--- src/rtl/prim_sync_pkg.sv ---
// prim_sync_pkg: shared synchronizer depth limits and the popcount helper for the Gray check.
package prim_sync_pkg;
  localparam int MIN_SYNC_STAGES = 2;
  localparam int MAX_SYNC_STAGES = 4;
  function automatic int unsigned popcount(input logic [63:0] v);
    int unsigned n;
    n = 0;
    for (int i = 0; i < 64; i++) n += int'(v[i]);
    return n;
  endfunction
endpackage

--- src/rtl/prim_flop_2sync_if.sv ---
// prim_flop_2sync_if: source bus in, synchronized bus and Gray-violation flag out.
interface prim_flop_2sync_if #(
  parameter int Width = 16
);
  logic [Width-1:0] d_i;
  logic [Width-1:0] q_o;
  logic             err_o;
  modport master (output d_i, input q_o, input err_o);
  modport slave  (input d_i, output q_o, output err_o);
endinterface

--- src/rtl/prim_flop_sync_stage.sv ---
// prim_flop_sync_stage: one Width-bit async-reset synchronizer register.
module prim_flop_sync_stage #(
  parameter int               Width      = 16,
  parameter logic [Width-1:0] ResetValue = '0
) (
  input  logic             clk_wr_i,
  input  logic             rst_wr_ni,
  input  logic [Width-1:0] d,
  output logic [Width-1:0] q
);
  (* ASYNC_REG = "TRUE", keep = "true" *) logic [Width-1:0] q_r;
  always_ff @(posedge clk_wr_i or negedge rst_wr_ni)
    if (!rst_wr_ni) q_r <= ResetValue;
    else            q_r <= d;
  assign q = q_r;
endmodule

--- src/rtl/prim_flop_2sync.sv ---
// prim_flop_2sync: NumStages-deep flop synchronizer; optional Gray check under PRIM_FLOP_2SYNC_GRAY_CHECK_EN.
module prim_flop_2sync
  import prim_sync_pkg::*;
#(
  parameter int               Width      = 16,
  parameter int               NumStages  = 2,
  parameter logic [Width-1:0] ResetValue = '0
) (
  input  logic                clk_wr_i,
  input  logic                rst_wr_ni,
  prim_flop_2sync_if.slave    bus
);
  if (NumStages < MIN_SYNC_STAGES || NumStages > MAX_SYNC_STAGES) begin : g_bad_stages
    $error("prim_flop_2sync: NumStages must be 2..4");
  end
  if (Width < 1 || Width > 64) begin : g_bad_width
    $error("prim_flop_2sync: Width must be 1..64");
  end
  logic [Width-1:0] stg [NumStages+1];
  assign stg[0] = bus.d_i;
  for (genvar i = 0; i < NumStages; i++) begin : g_stage
    prim_flop_sync_stage #(.Width(Width), .ResetValue(ResetValue)) u_stage (
      .clk_wr_i (clk_wr_i),
      .rst_wr_ni(rst_wr_ni),
      .d        (stg[i]),
      .q        (stg[i+1])
    );
  end
  assign bus.q_o = stg[NumStages];
`ifdef PRIM_FLOP_2SYNC_GRAY_CHECK_EN
  logic [Width-1:0] h;
  logic             err;
  // h trails q_o by one cycle, so err fires the cycle after a multi-bit jump on q_o
  always_ff @(posedge clk_wr_i or negedge rst_wr_ni)
    if (!rst_wr_ni) begin
      h   <= ResetValue;
      err <= 1'b0;
    end else begin
      h   <= stg[NumStages];
      err <= popcount(64'(stg[NumStages] ^ h)) > 1;
    end
  assign bus.err_o = err;
`else
  assign bus.err_o = 1'b0;
`endif
endmodule

--- src/flat_wrapper.sv ---
// flat-port wrapper written by rule: the top's interface ports become plain ports
module prim_flop_2sync_flat import prim_sync_pkg::*;
#(
  parameter int               Width      = 16,
  parameter int               NumStages  = 2,
  parameter logic [Width-1:0] ResetValue = '0
)
  (clk_wr_i, rst_wr_ni, bus_d_i, bus_q_o, bus_err_o);
  prim_flop_2sync_if #(.Width(Width)) bus_i ();
  input  logic clk_wr_i;
  input  logic rst_wr_ni;
  input wire logic [$bits(bus_i.d_i)-1:0] bus_d_i;
  output wire logic [$bits(bus_i.q_o)-1:0] bus_q_o;
  output wire logic [$bits(bus_i.err_o)-1:0] bus_err_o;
  assign bus_i.d_i = bus_d_i;
  assign bus_q_o = bus_i.q_o;
  assign bus_err_o = bus_i.err_o;
  prim_flop_2sync #(.Width(Width), .NumStages(NumStages), .ResetValue(ResetValue)) u_core (.clk_wr_i(clk_wr_i), .rst_wr_ni(rst_wr_ni), .bus(bus_i));
endmodule
--- config.mk ---
export PLATFORM = sky130hd
export DESIGN_NAME = prim_flop_2sync_flat
export DESIGN_NICKNAME = d
export VERILOG_FILES = /design/src/rtl/prim_sync_pkg.sv /design/src/rtl/prim_flop_2sync_if.sv /design/src/rtl/prim_flop_sync_stage.sv /design/src/rtl/prim_flop_2sync.sv /design/src/flat_wrapper.sv
export SDC_FILE = /design/constraint.sdc
export NUM_CORES = 1
export LEC_CHECK = 0
export CAP_MARGIN = 10
export CORE_MARGIN = 5
export CORE_UTILIZATION = 41
export CTS_BUF_LIST = sky130_fd_sc_hd__clkbuf_16
export DETAILED_ROUTE_END_ITERATION = 8
export HOLD_SLACK_MARGIN = 0.05
export PLACE_DENSITY = 0.75
export SLEW_MARGIN = 40
export SYNTH_ARGS = -nofsm -noshare
export SYNTH_HDL_FRONTEND = slang
export SYNTH_SLANG_ARGS = --single-unit
--- constraint.sdc ---
create_clock -name clk_wr_i -period 0.9 [get_ports clk_wr_i]
set_clock_uncertainty 0.15 [all_clocks]
set_input_delay 0.18 -clock clk_wr_i [delete_from_list [all_inputs] [get_ports clk_wr_i]]
set_output_delay 0.18 -clock clk_wr_i [all_outputs]
set_load 0.01 [all_outputs]
==> results.yml, run 1 <==
outcome:
  status: "finished with violations"
  violations: "setup timing"
timing:
  clock.fmax_mhz: 915
  hold_viol_final: 0
  worst_slack_ps: -193
  rsz0062_at_grt: "yes"
  drv_slew: 0
  period_share: 1.21
  setup_viol: 16
  fin_crit_ps: 1090
yosys:
  synth_top_family_by_area: "buffers and inverters"
  synth.distinct_cells: 3
  muxShareOfSynthArea: 0
  ys_warn_count: 0
  synthAdderAreaFrac: 0
  mappedNetlistNets: 68
  synth.yosys.seq_area_share: 0.859
  syn_area_per_cell_um2: 18.6
  syn_inst: 50
  synth-seq-cells: 32
  synth-xor-area-share: 0
  syn_area_um2: 932
  synth_compound_area_frac: 0
  synth_simple_gate_area_share: 0
detailed_routing:
  wl_met3_um: 104
  routed_wl_mm: 1.35
  dr_wl_met2_um: 812
  via_count: 402
  met1Wirelength_um: 384
  wl_per_cell_um: 13.0
  topRoutingLayerUsed: "met4"
  drt_iter0_markers: 0
  drcViolationCount: 0
  ant_nets: 0
  drt_pass1_iterations: 1
  vias_per_cell: 3.87
cells_and_area:
  fin_nets: 93
  syn_to_final_growth_pct: 36.5
  fillers: 178
  largest_register_ffs: 32
  fin_util: 0.581
  n_antenna_cell: 0
  drive_above_1_share: 0.303
placed_design:
  dp_worst_setup_slack_ps: -293
  routabilityCongestion: 0.590
  numPortBuffers: 33
floorplan:
  die_y_um: 57.7
  io_pins: 35
  num_rows: 17
  start_util: 0.425
  core_region_area_um2: 2190
  die_area_um2: 3330
  dieWidth_um: 57.7
critical_path:
  critPathMaxFanout: 1
  critPathBufInv: 1
  worstSetupPathType: "reg -> out"
  worstPathRequired_ps: 570
  crit_family: "flip-flops"
  reg2reg_to: "u_core.g_stage[1].u_stage.q[1]"
  crit_arrival_ps: 760
  start_kind: "flip-flop"
  end_kind: "primary output"
  ff2ff_setup_slack_ps: 260
  crit_chain: "buf_2"
  r2r_cells: 0
  crit_slowest_cell: "dfrtp_1"
  cpPeakStageDelay_ps: 360
  r2r-start: "u_core.g_stage[0].u_stage.q[1]"
global_routing:
  grt_max_degree: 32
  antenna_found_initial: 0
  overflow: 0
  grt_pass1_vias: 459
  grt_pass1_wl_mm: 2.23
  gr-usage-all-layers: 0.0999
pwr:
  ir_worst_vdd_mv: 1.82
  leakagePower_nw: 0.600
  power-per-cell-area_nw_per_um2: 2500
clock_tree:
  hold_buffers: 0
  cts.sinks: 32
  cts_tree: "built"
  post_cts_buffers: 0
  insertion_delay_ps: 260
  cts_buffers: 5
  cts_buffer_depth: 2
  clkTransAtPathRegs_ps: 40
  root_buffer: "clkbuf_16"
  htreeDepth: 2
flow_run:
  maxCapViolCount: 0
min_path:
  min_path_type: "in -> async"
## stage by stage
stage	total power [mW]	hold WS, ps	area, um2	cells	TNS, ps
CTS	3.24	99.9	1250	104	-3070
global placement	1.76	181	1200	96	-4130
finish	3.19	107	1270	104	-2850
floorplan	1.63	-266	932	50	0
global route	3.33	110	1270	104	-3310
detailed placement	1.77	185	1200	96	-4260
## layout by cell type, fill, tap and decap left out
cell,count
dfrtp_1,32
clkinv_1,1
buf_12,1
buf_2,13
buf_4,1
clkbuf_16,5
conb_1,1
inv_1,2
buf_6,3
clkdlybuf4s50_1,17
## power breakdown
part / internal, mW / switching [mW]
registers: 1.52 / 0.0196
clock network: 0.986 / 0.487
logic: 0.107 / 0.0707
## cells by family (layout without fill, tap and decap cells)
logic type,after synthesis,after routing
other,1,1
flip-flops,32,32
buffers and inverters,17,43
## worst max path at each step
| stage | start | end | slack, ps | depth (start not counted) |
|---|---|---|---|---|
| finish | u_core.g_stage[1].u_stage.q[12] | bus_q_o[12] | -190 | 1 |
| global route | u_core.g_stage[1].u_stage.q[12] | bus_q_o[12] | -220 | 1 |
| CTS | u_core.g_stage[1].u_stage.q[12] | bus_q_o[12] | -210 | 1 |
| detailed placement | u_core.g_stage[1].u_stage.q[12] | bus_q_o[12] | -290 | 1 |
| global placement | u_core.g_stage[1].u_stage.q[11] | bus_q_o[11] | -270 | 1 |
| floorplan | u_core.g_stage[1].u_stage.q[0] | bus_q_o[0] | 100 | 1 |
## cells in the mapped netlist
cell | instances | area (um2)
conb_1 | 1 | 3.75
buf_4 | 17 | 128
dfrtp_1 | 32 | 801
## layout make-up
class	instances	area, um2	area share
clock buffer	5	125	0.0983
clock inverter	3	11.3	0.00885
multi-input combinational	1	3.75	0.00295
sequential	32	801	0.629
tap	28	35.0	0.0275
timing repair buffer	35	297	0.233
## per-layer routing
layer / track usage / vias to the layer above
li1: - / 183
met1: 0.0869 / 199
met2: 0.165 / 15
met3: 0.0445 / 5
met4: 0.0993 / 0
met5: 0 / -
## what timing repair did
item,CTS,global route
pin swaps,0,0
resized for setup,64,3
setup endpoints to repair,16,16
Note: power is estimated with default switching activity, not from simulation.
==> run 2, diff against run 1 <==
Settings changed: CTS_CLUSTER_DIAMETER from default to 150.
==> results of run 2 <==
The final DEF is identical to that of run 1; final timing and power are the same.
